<file path="src/rtl/eh2_lsu_ecc_wbq.sv">
// eh2_lsu_ecc_wbq
//   Single-ECC correction writeback queue. Captures SEC-corrected DCCM bank
//   words from DC5, merges repeat corrections to the same address, and
//   writes them back to the DCCM write port through a req/gnt handshake.
//   Requests that are starved for too long raise wb_urgent. Completed
//   repairs are counted in a saturating counter.
//
//   State | Meaning
//   ------+-----------------------------------------------
//   IDLE  | queue empty, no write request
//   REQ   | head entry presented on wb_addr/wb_data, wb_req=1
//
// Ports
//   clk, rst                      clock, async active-high reset
//   ecc_disable                   blocks new captures (draining continues)
//   cap_valid_dc5/cap_lo/cap_hi   capture qualifier and bank selects
//   cap_addr_*_dc5, sec_data_*    word addresses and corrected data
//   wb_gnt                        write port granted this cycle
//   clr_count                     clears ecc_corr_count and ecc_overflow
//   wb_req, wb_urgent             write request / starvation escalation
//   wb_addr, wb_data              head entry (wb_addr[1:0] forced to 0)
//   wbq_full, wbq_empty           fewer than 2 free entries / no entries
//   ecc_corr_count, ecc_overflow  repairs written / sticky capture drop
module eh2_lsu_ecc_wbq #(
    parameter int DCCM_BITS       = 16,
    parameter int DCCM_DATA_WIDTH = 32,
    parameter int DEPTH           = 4,
    parameter int STARVE_CYCLES   = 8,
    parameter int CNT_WIDTH       = 16
) (
    input  logic                       clk,
    input  logic                       rst,
    input  logic                       ecc_disable,
    input  logic                       cap_valid_dc5,
    input  logic                       cap_lo_dc5,
    input  logic                       cap_hi_dc5,
    input  logic [DCCM_BITS-1:0]       cap_addr_lo_dc5,
    input  logic [DCCM_BITS-1:0]       cap_addr_hi_dc5,
    input  logic [DCCM_DATA_WIDTH-1:0] sec_data_lo_dc5,
    input  logic [DCCM_DATA_WIDTH-1:0] sec_data_hi_dc5,
    input  logic                       wb_gnt,
    input  logic                       clr_count,
    output logic                       wb_req,
    output logic                       wb_urgent,
    output logic [DCCM_BITS-1:0]       wb_addr,
    output logic [DCCM_DATA_WIDTH-1:0] wb_data,
    output logic                       wbq_full,
    output logic                       wbq_empty,
    output logic [CNT_WIDTH-1:0]       ecc_corr_count,
    output logic                       ecc_overflow
);

    localparam int PW = $clog2(DEPTH);
    localparam int CW = PW + 1;
    localparam int SW = $clog2(STARVE_CYCLES + 1);

    typedef enum logic {IDLE, REQ} state_t;

    state_t                     state, state_nxt;
    logic [DCCM_BITS-1:0]       q_addr [DEPTH];
    logic [DCCM_DATA_WIDTH-1:0] q_data [DEPTH];
    logic [PW-1:0]              rd_ptr, wr_ptr;
    logic [CW-1:0]              count, count_nxt;
    logic [SW-1:0]              starve;

    logic          pop, cap_qual, accept;
    logic          lo_hit, hi_hit, new_lo, new_hi;
    logic [PW-1:0] lo_idx, hi_idx;
    logic [CW-1:0] n_new, n_acc, free_slots;

    assign pop      = (state == REQ) && wb_gnt;
    assign cap_qual = cap_valid_dc5 && !ecc_disable && (cap_lo_dc5 || cap_hi_dc5);

    // Merge lookup over live entries; the head leaving this cycle is excluded
    // so a same-address capture on the grant cycle becomes a fresh entry.
    always_comb begin : merge_lookup
        logic [PW-1:0] offs;
        logic          live;
        offs   = '0;
        live   = 1'b0;
        lo_hit = 1'b0;
        hi_hit = 1'b0;
        lo_idx = '0;
        hi_idx = '0;
        for (int i = 0; i < DEPTH; i++) begin
            offs = PW'(i) - rd_ptr;
            live = ({1'b0, offs} < count) && !(pop && (PW'(i) == rd_ptr));
            if (live && cap_lo_dc5 && (q_addr[i] == cap_addr_lo_dc5)) begin
                lo_hit = 1'b1;
                lo_idx = PW'(i);
            end
            if (live && cap_hi_dc5 && (q_addr[i] == cap_addr_hi_dc5)) begin
                hi_hit = 1'b1;
                hi_idx = PW'(i);
            end
        end
    end

    assign n_new      = CW'(cap_lo_dc5 && !lo_hit) + CW'(cap_hi_dc5 && !hi_hit);
    assign free_slots = CW'(DEPTH) - count + CW'(pop);
    // All-or-nothing: a capture that does not fit leaves the queue untouched.
    assign accept     = cap_qual && (n_new <= free_slots);
    assign n_acc      = accept ? n_new : '0;
    assign new_lo     = accept && cap_lo_dc5 && !lo_hit;
    assign new_hi     = accept && cap_hi_dc5 && !hi_hit;
    assign count_nxt  = count + n_acc - CW'(pop);

    always_ff @(posedge clk or posedge rst) begin
        if (rst) begin
            for (int i = 0; i < DEPTH; i++) begin
                q_addr[i] <= '0;
                q_data[i] <= '0;
            end
            rd_ptr    <= '0;
            wr_ptr    <= '0;
            count     <= '0;
            wbq_full  <= 1'b0;
            wbq_empty <= 1'b1;
        end else begin
            if (accept && cap_lo_dc5 && lo_hit) q_data[lo_idx] <= sec_data_lo_dc5;
            if (accept && cap_hi_dc5 && hi_hit) q_data[hi_idx] <= sec_data_hi_dc5;
            if (new_lo) begin
                q_addr[wr_ptr] <= cap_addr_lo_dc5;
                q_data[wr_ptr] <= sec_data_lo_dc5;
            end
            if (new_hi) begin
                q_addr[new_lo ? wr_ptr + 1'b1 : wr_ptr] <= cap_addr_hi_dc5;
                q_data[new_lo ? wr_ptr + 1'b1 : wr_ptr] <= sec_data_hi_dc5;
            end
            wr_ptr    <= wr_ptr + PW'(n_acc);
            rd_ptr    <= rd_ptr + PW'(pop);
            count     <= count_nxt;
            wbq_full  <= count_nxt > CW'(DEPTH - 2);
            wbq_empty <= count_nxt == '0;
        end
    end

    always_ff @(posedge clk or posedge rst) begin
        if (rst) state <= IDLE;
        else     state <= state_nxt;
    end

    // Looking at count_nxt lets a capture raise wb_req on the following cycle.
    always_comb begin
        state_nxt = state;
        case (state)
            IDLE: if (count_nxt != '0) state_nxt = REQ;
            REQ:  if (pop && (count_nxt == '0)) state_nxt = IDLE;
            default: state_nxt = IDLE;
        endcase
    end

    always_ff @(posedge clk or posedge rst) begin
        if (rst) begin
            starve <= '0;
        end else if ((state == REQ) && !wb_gnt) begin
            if (starve < SW'(STARVE_CYCLES)) starve <= starve + 1'b1;
        end else begin
            starve <= '0;
        end
    end

    always_ff @(posedge clk or posedge rst) begin
        if (rst) begin
            ecc_corr_count <= '0;
            ecc_overflow   <= 1'b0;
        end else if (clr_count) begin
            ecc_corr_count <= '0;
            ecc_overflow   <= 1'b0;
        end else begin
            if (pop && (ecc_corr_count != '1)) ecc_corr_count <= ecc_corr_count + 1'b1;
            if (cap_qual && !accept) ecc_overflow <= 1'b1;
        end
    end

    assign wb_req    = (state == REQ);
    assign wb_urgent = (starve >= SW'(STARVE_CYCLES));
    assign wb_addr   = {q_addr[rd_ptr][DCCM_BITS-1:2], 2'b00};
    assign wb_data   = q_data[rd_ptr];

endmodule

</file>
<file path="config.mk">
export PLATFORM = sky130hd
export DESIGN_NAME = eh2_lsu_ecc_wbq
export DESIGN_NICKNAME = d
export VERILOG_FILES = /design/src/rtl/eh2_lsu_ecc_wbq.sv
export SDC_FILE = /design/constraint.sdc
export NUM_CORES = 1
export LEC_CHECK = 0
export BUFFER_PORTS_ARGS = -buffer_cell sky130_fd_sc_hd__buf_4
export CORE_UTILIZATION = 60
export CTS_BUF_LIST = sky130_fd_sc_hd__clkbuf_4
export CTS_CLUSTER_SIZE = 14
export DETAILED_ROUTE_END_ITERATION = 10
export PLACE_DENSITY = 0.82
export SKIP_LAST_GASP = 1
export SLEW_MARGIN = 25
export SYNTH_ARGS = -nofsm -noshare
export SYNTH_HDL_FRONTEND = slang
export SYNTH_SLANG_ARGS = --single-unit
</file>
<file path="constraint.sdc">
create_clock -name clk -period 7.4 [get_ports clk]
set_clock_uncertainty 0.05 [all_clocks]
set_input_delay 0.74 -clock clk [delete_from_list [all_inputs] [get_ports clk]]
set_output_delay 0.74 -clock clk [all_outputs]
set_load 0.02 [all_outputs]
</file>
==> impl_metrics.env <==
export IMPL_track_usage_pct=35.0
export IMPL_top_usage_layer="met2"
export IMPL_clock_path_buffers=3
export IMPL_fp_row_count=55
export IMPL_synth_main_ff_cell="dfrtp_1"
export IMPL_path_clk_slew_ps=70
export IMPL_grt_pass1_vias=12100
export IMPL_required_ps=7890
export IMPL_grt_use_met1_pct=45.6
export IMPL_core_area_um2=22900
export IMPL_vias=12200
export IMPL_overflow=0
export IMPL_powerDensity_nw_per_um2=414
export IMPL_clkLatencyLatePin_ps=730
export IMPL_synth_common_cells="dfrtp_1 (222), o21ai_0 (100), nor2_1 (99)"
export IMPL_rrSetupSlack_ps=980
export IMPL_status="completed"
export IMPL_worstPathMaxFanout=41
export IMPL_worst_path_most_repeated_cell="ha_1"
export IMPL_synth_top_area_share_pct=39.1
export IMPL_start_util_pct=62.0
export IMPL_path_buf_inv=4
export IMPL_synth_cells=1385
export IMPL_avgSynthCellArea_um2=10.3
export IMPL_ios=173
export IMPL_path_delay_family="simple AND/OR/NAND/NOR gates"
export IMPL_cp_cell_sequence="inv_1 -> ha_1 -> ha_1 -> inv_1 -> o311ai_1 -> nor4_1 -> nand4b_1 -> and4_1 -> and2_1 -> ha_1 -> inv_1 -> ha_1 -> nand2b_1 -> a221oi_1 -> nor2b_1 -> and2_1 -> nand2_2 -> nor3b_2 -> a21boi_4 -> buf_4 -> o21ai_0"
export IMPL_fin_area_um2=16400
export IMPL_place_area_um2=15600
export IMPL_setup_slack_ps=984
export IMPL_grt_util_met3_pct=8.06
export IMPL_gp_congestion=0.991
export IMPL_cp_slowest_stage_delay_ps=660
export IMPL_timing_fmax_ghz=0.156
export IMPL_holdCritPathClass="input pin to async pin"
export IMPL_antenna_found_initial=1
export IMPL_grt_use_met2_pct=55.8
export IMPL_grt_pass1_wl_um=65500
export IMPL_vias_per_cell=6.49
export IMPL_slew_violations=0
export IMPL_final_nets=1645
export IMPL_htreeDepth=2
export IMPL_period_needed_ps=6420
export IMPL_nFillCells=1700
export IMPL_hold_viol_final=0
export IMPL_drt_initial_drc_count=1230
export IMPL_wl_per_cell_um=22.4
export IMPL_syn_area_um2=14200
export IMPL_drive_gt1_share_pct=27.3
export IMPL_worst_endpoint_arrival_ps=6900
export IMPL_max_cap_viol_count=0
export IMPL_cts_buffers=59
export IMPL_hpwl_um=27500
export IMPL_p_leak_nw=7.06
export IMPL_rsz0062_at_grt="false"
export IMPL_cts_resized=0
export IMPL_dieArea_um2=24300
export IMPL_cts_hold_buf=0
export IMPL_die_h_um=156
export IMPL_postRouteAntennaNets=0
export IMPL_tns_ps=0
export IMPL_p_total_mw=6.78
export IMPL_irDropWorstVdd_mv=0.265
export IMPL_max_slew_margin_pct=32.2
export IMPL_io_buffers=170
export IMPL_synth_edf_count=0
export IMPL_endpoint_kind="flop"
export IMPL_crit_slowest_cell="dfrtp_4"
export IMPL_finalCritPeriodShare_pct=86.7
export IMPL_root_buffer="clkbuf_4"
export IMPL_cts_setup_buffers=0
export IMPL_synth_yosys_seq_area_share_pct=39.3
export IMPL_ys_ff_latch=223
export IMPL_ys_async_sr_fraction_pct=100
export IMPL_yosys_warnings=0
export IMPL_wl_um=42000
export IMPL_yosys_area_top_type="dfrtp_1"
export IMPL_cts_tree="yes"
export IMPL_yosysMostFrequentCell="dfrtp_1"
export IMPL_setup_violations=0
export IMPL_crit_type="flop to flop"
export IMPL_yosys_cell_types_count=65
export IMPL_area_growth_pct=15.2
export IMPL_synthTopCellsByArea="dfrtp_1 (39%), mux4_2 (7.3%), xnor2_1 (5.7%), mux2i_1 (4.7%), o21ai_0 (3.5%)"
export IMPL_die_width_um=156
export IMPL_drcViolationCount=0
export IMPL_clock_sinks=223
export IMPL_critPathLaunchType="flop"
export IMPL_tightest_slew_ps=1010
export IMPL_dp_slack_ps=1120
export IMPL_dr_pass1_iters=6
export IMPL_grt_max_degree=150
[registers in the layout, summed over array words and instances, names as in the netlist]
signal	cells
count	3
starve	4
wb_req	1
wbq_empty	1
rd_ptr	2
q_data	128
ecc_overflow	1
wr_ptr	2
wbq_full	1
q_addr	64
ecc_corr_count	16
[cells in the final DEF (no fill, tap or decap), types with 29 or more instances in the layout]
cell type and n:
dfrtp_1 220, buf_4 192, nor2_1 99, o21ai_0 98, clkbuf_4 94, xnor2_1 93, nand2_1 85, mux2i_1 66
xor2_1 56, mux4_2 46, nor3_1 38, a21oi_1 36, o22ai_1 33, mux2_2 33, nand4_1 32, o21a_1 32
a22oi_1 32, o2bb2ai_1 32, a2bb2oi_1 31, mux2_4 29
[worst reg2reg max path, stage by stage (launching register included)]
cell,delay [ps]
dfrtp_4,660
inv_1,130
ha_1,320
ha_1,270
inv_1,40
o311ai_1,610
nor4_1,150
nand4b_1,210
and4_1,450
and2_1,190
ha_1,230
inv_1,60
ha_1,120
nand2b_1,100
a221oi_1,100
nor2b_1,280
and2_1,250
nand2_2,130
nor3b_2,430
a21boi_4,640
buf_4,620
o21ai_0,200
[worst paths after layout]
path | from | to | depth (start not counted)
setup / recovery | rd_ptr[0] | q_addr[21] | 21
hold / removal | rst | ecc_corr_count[12] | 2
setup reg to reg | rd_ptr[0] | q_addr[21] | 21
hold reg to reg | ecc_overflow | ecc_overflow | 2
max in group asynchronous | rst | q_data[101] | 3
min in group clk | sec_data_hi_dc5[24] | q_data[88] | 3
[routing by layer]
metal  vias up  wire, µm  part of all wire [%]
li1       5318         -                     -
met2       726     19900                    47
met4         0      1210                   2.9
met5         -         0                     0
met3       101      4570                    11
met1      6012     16300                    39
[area by class of cell]
class,count,area (µm²),area share (%)
well taps,313,392,2.39
clock buffers,94,706,4.31
diodes,1,2.50,0.0153
repair buffers,195,1480,9.03
flip-flops and latches,223,5590,34.1
multi-input cells,1012,8020,49.0
inverters,24,103,0.627
clock inverters,10,73.8,0.451
[power breakdown]
part	total [mW]	internal (mW)	switching [mW]
clock	1.13	0.606	0.526
combinational	3.32	1.69	1.63
sequential	2.33	1.77	0.553
total	6.78	4.07	2.71
[kinds of logic (layout without fill, tap and decap cells)]
group	count (synthesis)	after routing	synth area share (%)
compound gates	322	322	15.0
xor+xnor	149	149	9.19
fa+ha+maj	26	26	2.34
buf+inv	151	323	4.80
flops	223	223	39.3
mux	174	174	17.6
other cells	1	3	0.0264
simple gates	339	339	11.7
[through the flow]
stage / utilization (%) / hold slack [ps] / std cells
detailed placement: 67.9 / 471 / 1767
global route: 71.4 / 154 / 1872
finish: 71.4 / 102 / 1872
floorplan: - / 460 / 1386
CTS: 71.3 / 174 / 1871
global placement: 67.9 / 483 / 1765
Note: power is estimated with default switching activity, not from simulation.
